`config.mk`:
```
export PLATFORM = sky130hd
export DESIGN_NAME = csa19_resolve
export DESIGN_NICKNAME = d
export VERILOG_FILES = /design/src/rtl/csa19_resolve.sv
export SDC_FILE = /design/constraint.sdc
export NUM_CORES = 1
export LEC_CHECK = 0
export CAP_MARGIN = 40
export CORE_AREA = 2 2 74 83
export CTS_BUF_LIST = sky130_fd_sc_hd__clkbuf_8
export DETAILED_ROUTE_END_ITERATION = 16
export DIE_AREA = 0 0 76 85
export MAX_ROUTING_LAYER = met4
export PLACE_DENSITY = 0.81
export SLEW_MARGIN = 20
export SYNTH_ARGS = -nofsm -noshare
export SYNTH_HDL_FRONTEND = slang
export SYNTH_SLANG_ARGS = --single-unit
```
`constraint.sdc`:
```
create_clock -name clk -period 3.7 [get_ports clk]
set_input_delay 0.37 -clock clk [delete_from_list [all_inputs] [get_ports clk]]
set_output_delay 0.37 -clock clk [all_outputs]
set_load 0.01 [all_outputs]
```
`src/rtl/csa19_resolve.sv`:
```
// csa19_resolve: serial carry-propagate back end for a half-adder carry-save row.
// Resolves result = sum + (carry << 1), CHUNK bits per ADD cycle, with valid/ready on both sides.
// Optional macro CSA_CHECK_EN adds out_err, which flags pairs with carry and sum set at the same bit.
module csa19_resolve #(
   parameter int unsigned WIDTH = 19,
   parameter int unsigned CHUNK = 5
) (
   input  logic             clk,
   input  logic             reset,
   input  logic             in_valid,
   output logic             in_ready,
   input  logic [WIDTH-1:0] in_carry,
   input  logic [WIDTH-1:0] in_sum,
   output logic             out_valid,
   input  logic             out_ready,
   output logic [WIDTH+1:0] out_result
`ifdef CSA_CHECK_EN
   ,
   output logic             out_err
`endif
);

   localparam int unsigned RW     = WIDTH + 2;
   localparam int unsigned NCHUNK = (RW + CHUNK - 1) / CHUNK;
   localparam int unsigned IW     = (NCHUNK > 1) ? $clog2(NCHUNK) : 1;
   localparam logic [IW-1:0] LastIdx = IW'(NCHUNK - 1);

   typedef enum logic [1:0] {StIdle, StAdd, StDone} state_e;

   state_e          state_q, state_d;
   logic [RW-1:0]   op_a_q, op_b_q;
   logic [RW-1:0]   res_q, res_d;
   logic [IW-1:0]   idx_q;
   logic            carry_q, carry_d;
   logic [RW-1:0]   a_shift, b_shift, chunk_mask, chunk_data;
   logic [CHUNK-1:0] a_chunk, b_chunk, s_chunk;
   logic            c_out;
   logic            accept, last;
`ifdef CSA_CHECK_EN
   logic            err_q;
`endif

   assign accept = in_valid && in_ready;
   assign last   = (idx_q == LastIdx);

   // State register.
   always_ff @(posedge clk) begin
      if (reset) begin
         state_q <= StIdle;
      end else begin
         state_q <= state_d;
      end
   end

   // Next-state logic: one ADD cycle per chunk, hold in DONE until the consumer takes the result.
   always_comb begin
      state_d = state_q;
      unique case (state_q)
         StIdle:  if (accept) state_d = StAdd;
         StAdd:   if (last) state_d = StDone;
         StDone:  if (out_ready) state_d = StIdle;
         default: state_d = StIdle;
      endcase
   end

   // Handshake outputs decoded from state.
   always_comb begin
      in_ready  = (state_q == StIdle);
      out_valid = (state_q == StDone);
   end

   // Chunk adder; bits shifted past RW fall off, so a partial top chunk only writes valid bits.
   always_comb begin
      a_shift    = op_a_q >> (CHUNK * 32'(idx_q));
      b_shift    = op_b_q >> (CHUNK * 32'(idx_q));
      a_chunk    = a_shift[CHUNK-1:0];
      b_chunk    = b_shift[CHUNK-1:0];
      {c_out, s_chunk} = {1'b0, a_chunk} + {1'b0, b_chunk} + {{CHUNK{1'b0}}, carry_q};
      chunk_mask = RW'({CHUNK{1'b1}}) << (CHUNK * 32'(idx_q));
      chunk_data = RW'(s_chunk) << (CHUNK * 32'(idx_q));
      res_d      = (res_q & ~chunk_mask) | chunk_data;
      // Top-chunk carry-out is always zero given RW; drop it rather than carry it forward.
      carry_d    = last ? 1'b0 : c_out;
   end

   // Operand capture on accept and per-chunk result/carry update while adding.
   always_ff @(posedge clk) begin
      if (reset) begin
         op_a_q  <= '0;
         op_b_q  <= '0;
         res_q   <= '0;
         idx_q   <= '0;
         carry_q <= 1'b0;
      end else if (accept) begin
         op_a_q  <= RW'(in_sum);
         op_b_q  <= RW'({in_carry, 1'b0});
         idx_q   <= '0;
         carry_q <= 1'b0;
      end else if (state_q == StAdd) begin
         res_q   <= res_d;
         idx_q   <= idx_q + IW'(1);
         carry_q <= carry_d;
      end
   end

   assign out_result = res_q;

`ifdef CSA_CHECK_EN
   // A half-adder row never sets carry and sum at one position; latch the violation on accept.
   always_ff @(posedge clk) begin
      if (reset) begin
         err_q <= 1'b0;
      end else if (accept) begin
         err_q <= |(in_carry & in_sum);
      end
   end

   assign out_err = err_q;
`endif

endmodule

```
==> impl_metrics.env, run 1 <==
export IMPL_postRouteAntennaNets=0
export IMPL_synth_edff_count=0
export IMPL_maxSlewHeadroom=0.478
export IMPL_cts_tree="built"
export IMPL_cp_max_fo=15
export IMPL_drc_errors=0
export IMPL_final_cell_mix="nand2_1, dfxtp_1, clkdlybuf4s50_1, a21oi_1, nor2_1"
export IMPL_sequentialPowerShare=0.505
export IMPL_post_drt_wl_per_cell_um=13.3
export IMPL_worstRegToRegCells=8
export IMPL_p_int_uw=1110
export IMPL_via_per_inst=5.29
export IMPL_post_dp_cell_area_mm2=0.00353
export IMPL_die_h_um=85
export IMPL_synth_top_area_cell="dfxtp_1"
export IMPL_critPathRequiredTime_ps=3890
export IMPL_syn_cell_area_mm2=0.00287
export IMPL_dp_hpwl_mm=4.46
export IMPL_worstMarginPinSlew_ps=783
export IMPL_fmax_mhz=344
export IMPL_startpoint_type="flop"
export IMPL_rrSetupSlack_ps=790
export IMPL_async_flop_share=0
export IMPL_finalHoldViolCount=0
export IMPL_power_density_mw_per_mm2=402
export IMPL_synth_top_cell_area_share=0.453
export IMPL_min_delay_start="op_a_q[16]$_SDFFE_PP0P_"
export IMPL_finalWeightedCongestion=0.898
export IMPL_cts_hold_buf=0
export IMPL_min_period_ps=2910
export IMPL_swShare=0.256
export IMPL_hold_depth=2
export IMPL_crit_family="compound AO/OA/AOI/OAI gates"
export IMPL_io_pins=65
export IMPL_grt_max_degree=47
export IMPL_core_area_mm2=0.00562
export IMPL_cp_slowest_stage_delay_ps=540
export IMPL_firstDrtPassIters=4
export IMPL_gr_total_overflow=0
export IMPL_finalSetupViolCount=0
export IMPL_fin_worst_skew_ps=6.90
export IMPL_vias=2499
export IMPL_drive_above_1_share=0.0835
export IMPL_cts_buffers=9
export IMPL_clockRootBuffer="clkbuf_8"
export IMPL_syn_inst=331
export IMPL_clk_pin_slew_ps=70
export IMPL_critPathSlowestCell="mux4_2"
export IMPL_status="finished, final reports clean"
export IMPL_grt_pass1_vias=2460
export IMPL_p_sw_uw=382
export IMPL_initial_core_util=0.511
export IMPL_synthTopCellsByArea="dfxtp_1, nand2_1, a21oi_1"
export IMPL_syn_nets=384
export IMPL_grtUsageTotal=0.220
export IMPL_syn_avg_cell_area_um2=8.68
export IMPL_final_max_slew_violation_count=0
export IMPL_die_area_mm2=0.00646
export IMPL_arrival_ps=3100
export IMPL_dr_first_iter_drc_count=117
export IMPL_worstSetupPathType="reg -> reg"
export IMPL_worstHoldEndpoint="op_a_q[16]$_SDFFE_PP0P_"
export IMPL_final_common_cell="nand2_1"
export IMPL_nets=443
export IMPL_antenna_found_initial=0
export IMPL_area_growth_syn_to_layout_pct=28.9
export IMPL_critPathCaptureType="flop"
export IMPL_worst_path_buf_inv=1
export IMPL_crit_chain="buf_4 -> mux4_2 -> and2_1 -> ha_1 -> a21o_1 -> a21oi_1 -> xor2_1 -> o22ai_1"
export IMPL_ys_dominant_reg_cell="dfxtp_1"
export IMPL_rsz0062_at_grt="no"
export IMPL_r2r_start="idx_q[0]$_SDFFE_PP0N_"
export IMPL_cts_resized=0
export IMPL_reg2reg_to="out_result[8]$_SDFFE_PP0P_"
export IMPL_synth_seq_cells=65
export IMPL_cts_sinks=65
export IMPL_post_cts_setup_buffers=0
export IMPL_synth_warnings=0
export IMPL_period_share=0.786
export IMPL_synth_cell_type_count=35
export IMPL_cts_buffer_depth=2
export IMPL_drv_cap=0
export IMPL_yosysSeqAreaShare=0.453
export IMPL_routed_wirelength_mm=6.26
export IMPL_clock_power_share=0.354
export IMPL_clock_latency_ps=340
export IMPL_final_area_mm2=0.00370
export IMPL_htreeDepth=3
export IMPL_irDropWorstVdd_mv=0.295
export IMPL_comb_power_share=0.141
export IMPL_grt_pass1_wl_mm=11.1
export IMPL_dieWidth_um=76
export IMPL_rows=29
export IMPL_antenna_cells=0
export IMPL_fin_tns_setup_ps=0
export IMPL_io_buffers=64
export IMPL_p_leak_uw=0.00140
export IMPL_hold_class="reg -> reg"
## routing by layer
layer	wire (µm)	vias to the layer above	global-route usage	part of all wire
li1	-	1254	-	-
met1	2580	1159	0.251	0.41
met2	3200	77	0.363	0.51
met3	384	9	0.0734	0.061
met4	96	0	0.0826	0.015
met5	0	-	-	0
## final cells by class
class | instances | area (µm²)
fillers | 491 | 1920
multi-input cells | 242 | 1450
flip-flops and latches | 65 | 1300
repair buffers | 68 | 666
clock buffers | 11 | 151
well taps | 77 | 96.3
clock inverters | 5 | 22.5
inverters | 4 | 15.0
## tightest hold or removal path: cells and delay by family (launching register included)
| kind | cells | cell delay [ps] |
|---|---|---|
| AND/OR/NAND/NOR | 1 | 50 |
| flip-flops | 1 | 310 |
| AO/OA/AOI/OAI | 1 | 50 |
## registers in the layout (all words and copies together) (netlist names)
| signal | cells |
|---|---|
| out_result | 21 |
| op_a_q | 19 |
| op_b_q | 19 |
| idx_q | 3 |
| state_q | 2 |
| carry_q | 1 |
## cell families (layout without fill, tap and decap cells)
logic type      after synthesis  in the layout  share of synthesized area
xor+xnor                      3              3                    0.00914
simple gates                146            146                      0.224
fa+ha+maj                    11             11                     0.0531
buf+inv                      24             88                     0.0431
mux                          10             10                     0.0697
compound gates               72             72                      0.148
flops                        65             65                      0.453
## worst max-delay path by stage
stage / end / depth (start not counted) / startpoint / slack [ps]
floorplan: out_result[4]$_SDFFE_PP0P_ / 9 / idx_q[0]$_SDFFE_PP0N_ / 1040
global placement: out_result[4]$_SDFFE_PP0P_ / 11 / idx_q[0]$_SDFFE_PP0N_ / 930
detailed placement: out_result[8]$_SDFFE_PP0P_ / 8 / idx_q[0]$_SDFFE_PP0N_ / 810
CTS: out_result[8]$_SDFFE_PP0P_ / 8 / idx_q[0]$_SDFFE_PP0N_ / 780
global route: out_result[8]$_SDFFE_PP0P_ / 8 / idx_q[0]$_SDFFE_PP0N_ / 570
finish: out_result[8]$_SDFFE_PP0P_ / 8 / idx_q[0]$_SDFFE_PP0N_ / 790
## per-stage QoR
stage               cells  utilization  total power (µW)  worst slack, ps  hold WS (ps)
global placement      456        0.627               971              932           441
floorplan             331            -               896             1040           433
finish                472        0.659              1490              790           455
detailed placement    456        0.628               977              808           444
CTS                   472        0.659              1500              782           453
global route          472        0.659              1560              571           471
## Yosys cell counts (all sizes together), types with 2 or more instances
cell type / number
nand2: 97
mux2i: 2
a21oi: 44
nand3: 2
a22oi: 10
nand2b: 2
fa: 2
a31oi: 2
nor3: 3
xor2: 2
mux4: 8
a32oi: 5
buf: 12
and2: 11
ha: 9
o22ai: 8
dfxtp: 65
clkbuf: 8
nor2b: 3
nor2: 22
inv: 4
## power by group through the flow
| stage | Sequential [µW] | Combinational (µW) | Clock (µW) |
|---|---|---|---|
| after CTS | 751 | 211 | 540 |
| after global routing | 755 | 236 | 573 |
| after floorplan | 762 | 135 | 0 |
| after global placement | 766 | 205 | 0 |
| final | 752 | 210 | 527 |
| after detailed placement | 767 | 210 | 0 |
No activity file was read; power rests on OpenSTA's default activity.
==> inputs of run 2 (changes only) <==
CORE_AREA = 2 2 78 88   (was 2 2 74 83)
DIE_AREA = 0 0 80 90   (was 0 0 76 85)
PLACE_DENSITY = 0.76   (was 0.81)
clock period = 2.6 ns   (was 3.7 ns; I/O delays follow)
==> impl_metrics.env, run 2 (synthesis results as in run 1) <==
export IMPL_post_drt_wl_per_cell_um=13.1
export IMPL_fmax_mhz=407
export IMPL_firstDrtPassIters=4
export IMPL_core_area_mm2=0.00636
export IMPL_clockRootBuffer="clkbuf_8"
export IMPL_dr_first_iter_drc_count=129
export IMPL_dieWidth_um=80
export IMPL_status="finished, final reports clean"
export IMPL_cp_max_fo=4
export IMPL_die_area_mm2=0.00720
export IMPL_layout_area_seq_mm2=0.00130
export IMPL_grt_pass1_wl_mm=10.5
export IMPL_clock_latency_ps=350
export IMPL_period_share=0.946
export IMPL_drive_above_1_share=0.114
export IMPL_cts_buffers=9
export IMPL_finalHoldViolCount=0
export IMPL_critPathCaptureType="flop"
export IMPL_irDropWorstVdd_mv=0.351
export IMPL_antenna_cells=0
export IMPL_grtUsageTotal=0.192
export IMPL_reg2reg_to="out_result[4]$_SDFFE_PP0P_"
export IMPL_maxSlewHeadroom=0.598
export IMPL_hold_depth=2
export IMPL_post_cts_setup_buffers=0
export IMPL_arrival_ps=2670
export IMPL_grt_pass1_vias=2348
export IMPL_finalWeightedCongestion=0.896
export IMPL_die_h_um=90
export IMPL_multi_input_area_mm2=0.00148
export IMPL_rsz0062_at_grt="no"
export IMPL_cts_hold_buf=0
export IMPL_hold_class="in -> reg"
export IMPL_stdcell_count=484
export IMPL_placedCellCount=468
export IMPL_worstHoldEndpoint="out_result[5]$_SDFFE_PP0P_"
export IMPL_r2r_start="idx_q[0]$_SDFFE_PP0N_"
export IMPL_cts_sinks=65
export IMPL_cp_slowest_stage_delay_ps=490
export IMPL_drc_errors=0
export IMPL_antenna_found_initial=0
export IMPL_area_growth_syn_to_layout_pct=33.1
export IMPL_worstSetupPathType="reg -> reg"
export IMPL_power_density_mw_per_mm2=594
export IMPL_via_per_inst=5.15
export IMPL_worstMarginPinSlew_ps=603
export IMPL_cpMostUsedCell="fa_2"
export IMPL_whs_ps=404
export IMPL_finalSetupViolCount=0
export IMPL_final_cell_mix="nand2_1, dfxtp_1, clkdlybuf4s50_1, a21oi_1, nor2_1"
export IMPL_startpoint_type="flop"
export IMPL_worstRegToRegCells=8
export IMPL_final_max_slew_violation_count=0
export IMPL_postRouteAntennaNets=0
export IMPL_rrSetupSlack_ps=140
export IMPL_initial_core_util=0.452
export IMPL_critPathSlowestCell="mux4_2"
export IMPL_dp_hpwl_mm=4.62
export IMPL_clk_pin_slew_ps=70
export IMPL_final_fill_count=582
export IMPL_nets=450
export IMPL_cts_tree="built"
export IMPL_vias=2493
export IMPL_crit_chain="mux4_2 -> and2_1 -> fa_2 -> fa_2 -> nand3_1 -> nand2_1 -> xnor2_2 -> o22ai_1"
export IMPL_routed_wirelength_mm=6.34
export IMPL_min_period_ps=2460
export IMPL_power_total_uw=2270
export IMPL_cts_buffer_depth=2
export IMPL_rows=31
export IMPL_largest_register_ff_count=21
export IMPL_p_leak_uw=0.00145
export IMPL_fin_tns_setup_ps=0
export IMPL_min_delay_start="reset"
export IMPL_io_buffers=64
export IMPL_io_pins=65
export IMPL_gr_total_overflow=0
export IMPL_htreeDepth=3
export IMPL_fin_worst_skew_ps=7.14
export IMPL_drv_cap=0
export IMPL_grt_max_degree=40
export IMPL_critPathRequiredTime_ps=2810
export IMPL_final_common_cell="nand2_1"
run 2: final cells by class:
type,instances,share of cell area
Timing Repair Buffer,75,0.189
Clock inverter,4,0.0111
Clock buffer,12,0.0432
Inverter,4,0.00392
Tap cell,82,0.0268
Multi-Input combinational cell,242,0.386
Sequential cell,65,0.340
run 2: how the worst max path moves through the flow:
stage	start	endpoint	slack, ps	depth (start not counted)
finish	idx_q[0]$_SDFFE_PP0N_	out_result[4]$_SDFFE_PP0P_	140	8
CTS	idx_q[0]$_SDFFE_PP0N_	carry_q$_SDFFE_PP0N_	20	8
detailed placement	idx_q[0]$_SDFFE_PP0N_	out_result[8]$_SDFFE_PP0P_	40	8
floorplan	idx_q[0]$_SDFFE_PP0N_	out_result[7]$_SDFFE_PP0P_	20	9
global placement	idx_q[0]$_SDFFE_PP0N_	out_result[8]$_SDFFE_PP0P_	100	8
global route	idx_q[0]$_SDFFE_PP0N_	carry_q$_SDFFE_PP0N_	30	8
run 2: layer usage:
layer  track usage  routed length, µm  up-vias
met4         0.103                201        0
li1              -                  -     1261
met3        0.0462                293       19
met1         0.213               2650     1152
met2         0.313               3200       61
met5             -                  0        -
run 2: critical path: cells and delay by family, from the launching register on:
kind | cells | cell delay (ps)
DFF | 1 | 360
muxes | 1 | 490
xor gates and xnor gates | 1 | 240
AOI/OAI and AO/OA | 1 | 130
adders and majority gates | 2 | 740
and+or+nand+nor | 3 | 380
run 2: power breakdown:
group	switching, µW	internal, µW
clock network	373	513
logic	158	161
registers	26.9	1040
run 2: repair_timing:
action,CTS,global route
resized for setup,1,6
hold endpoints to repair,0,0
endpoints found under the setup margin,3,11
pin swaps,0,1
run 2: per-stage QoR:
| stage | area, µm² | util | worst slack (ps) |
|---|---|---|---|
| after detailed placement | 3600 | 0.565 | 39.4 |
| final | 3830 | 0.601 | 140 |
| after global placement | 3600 | 0.565 | 103 |
| after global routing | 3830 | 0.601 | 28.2 |
| after floorplan | 2890 | - | 23.1 |
| after CTS | 3810 | 0.599 | 15.1 |
==> inputs of run 3 (changes only) <==
SKIP_CTS_REPAIR_TIMING = 1   (was unset)
==> impl_metrics.env, run 3 (synthesis results as in run 1) <==
export IMPL_p_leak_uw=0.00145
export IMPL_worstHoldEndpoint="out_result[5]$_SDFFE_PP0P_"
export IMPL_fin_tns_setup_ps=0
export IMPL_antenna_found_initial=0
export IMPL_finalHoldViolCount=0
export IMPL_reg2reg_to="carry_q$_SDFFE_PP0N_"
export IMPL_gr_total_overflow=0
export IMPL_die_area_mm2=0.00720
export IMPL_finalWeightedCongestion=0.896
export IMPL_drc_errors=0
export IMPL_cts_buffers=9
export IMPL_cts_sinks=65
export IMPL_crit_chain="buf_6 -> mux4_2 -> and2_1 -> ha_1 -> a21o_1 -> and4_1 -> o311ai_1 -> a21oi_1"
export IMPL_dr_first_iter_drc_count=122
export IMPL_grtUsageTotal=0.192
export IMPL_fmax_mhz=404
export IMPL_dieWidth_um=80
export IMPL_maxSlewHeadroom=0.588
export IMPL_worstSetupPathType="reg -> reg"
export IMPL_min_period_ps=2480
export IMPL_status="finished, final reports clean"
export IMPL_htreeDepth=3
export IMPL_arrival_ps=2690
export IMPL_power_total_uw=2270
export IMPL_cp_max_fo=7
export IMPL_rows=31
export IMPL_fin_worst_skew_ps=8.48
export IMPL_p_int_uw=1720
export IMPL_critPathRequiredTime_ps=2810
export IMPL_rsz0062_at_grt="no"
export IMPL_grt_pass1_vias=2351
export IMPL_largest_register_ff_count=21
export IMPL_nets=450
export IMPL_dp_hpwl_mm=4.62
export IMPL_cp_slowest_stage_delay_ps=480
export IMPL_r2r_start="idx_q[0]$_SDFFE_PP0N_"
export IMPL_firstDrtPassIters=5
export IMPL_clockRootBuffer="clkbuf_8"
export IMPL_worst_slack_ps=123
export IMPL_clock_power_share=0.390
export IMPL_irDropWorstVdd_mv=0.345
export IMPL_stdcell_count=484
export IMPL_worstMarginPinSlew_ps=618
export IMPL_initial_core_util=0.452
export IMPL_clock_latency_ps=350
export IMPL_routed_wirelength_mm=6.39
export IMPL_postRouteAntennaNets=0
export IMPL_drive_above_1_share=0.112
export IMPL_period_share=0.953
export IMPL_place_ws_ps=39.4
export IMPL_cts_tree="built"
export IMPL_grt_pass1_wl_mm=10.5
export IMPL_die_h_um=90
export IMPL_rrSetupSlack_ps=120
export IMPL_cts_buffer_depth=2
export IMPL_io_pins=65
export IMPL_p_sw_uw=559
export IMPL_finalSetupViolCount=0
export IMPL_grt_max_degree=40
export IMPL_comb_power_share=0.140
export IMPL_final_cell_mix="nand2_1, dfxtp_1, clkdlybuf4s50_1, a21oi_1, nor2_1"
export IMPL_utilization=0.601
export IMPL_final_common_cell="nand2_1"
export IMPL_min_delay_start="reset"
export IMPL_power_density_mw_per_mm2=594
export IMPL_post_drt_wl_per_cell_um=13.2
export IMPL_worstRegToRegCells=8
export IMPL_sequentialPowerShare=0.470
export IMPL_critPathCaptureType="flop"
export IMPL_core_area_mm2=0.00636
export IMPL_clk_pin_slew_ps=70
export IMPL_antenna_cells=0
export IMPL_via_per_inst=5.16
export IMPL_critPathSlowestCell="mux4_2"
export IMPL_startpoint_type="flop"
export IMPL_top_layer_used="met4"
export IMPL_drv_cap=0
export IMPL_swShare=0.246
export IMPL_m1WireLength_mm=2.68
export IMPL_vias=2496
export IMPL_io_buffers=64
export IMPL_hold_depth=2
export IMPL_final_max_slew_violation_count=0
export IMPL_area_growth_syn_to_layout_pct=33.1
export IMPL_wl_met3_um=308
export IMPL_dr_wl_met2_mm=3.20
export IMPL_placedCellCount=468
export IMPL_hold_class="in -> reg"
[run 3: worst max-delay path by stage]
stage | start | endpoint | slack (ps) | cells past startpoint
global placement | idx_q[0]$_SDFFE_PP0N_ | out_result[8]$_SDFFE_PP0P_ | 100 | 8
detailed placement | idx_q[0]$_SDFFE_PP0N_ | out_result[8]$_SDFFE_PP0P_ | 40 | 8
finish | idx_q[0]$_SDFFE_PP0N_ | carry_q$_SDFFE_PP0N_ | 120 | 8
CTS | idx_q[0]$_SDFFE_PP0N_ | out_result[8]$_SDFFE_PP0P_ | -10 | 8
global route | idx_q[0]$_SDFFE_PP0N_ | carry_q$_SDFFE_PP0N_ | 10 | 8
floorplan | idx_q[0]$_SDFFE_PP0N_ | out_result[7]$_SDFFE_PP0P_ | 20 | 9
[run 3: power groups by stage]
| stage | combinational (µW) | clock, µW | sequential [µW] |
|---|---|---|---|
| finish | 318 | 888 | 1070 |
| global placement | 307 | 0 | 1090 |
| global route | 351 | 937 | 1070 |
| floorplan | 196 | 0 | 1080 |
| CTS | 317 | 893 | 1070 |
| detailed placement | 313 | 0 | 1090 |
[run 3: layout make-up]
class | instances | area [µm²]
Tap cell | 82 | 103
Inverter | 4 | 15.0
Timing Repair Buffer | 75 | 726
Fill cell | 582 | 2530
Clock buffer | 12 | 165
Clock inverter | 4 | 42.5
Sequential cell | 65 | 1300
Multi-Input combinational cell | 242 | 1470
[run 3: through the flow]
step	area (µm²)	hold slack, ps
global route	3830	426
detailed placement	3600	448
finish	3830	408
CTS	3800	392
floorplan	2890	396
global placement	3600	443
[run 3: per-layer routing]
metal	vias to the layer above	global-route usage
li1	1262	-
met1	1141	0.213
met2	72	0.314
met3	21	0.0462
met4	0	0.103
met5	-	-
[run 3: critical path: cells and delay by family, from the launching register on]
| kind | cells | cell delay, ps |
|---|---|---|
| adder cells (fa/ha/maj) | 1 | 320 |
| AO/OA/AOI/OAI | 3 | 620 |
| buffers and inverters | 1 | 150 |
| AND/OR/NAND/NOR | 2 | 410 |
| multiplexers | 1 | 480 |
| flip-flops | 1 | 360 |
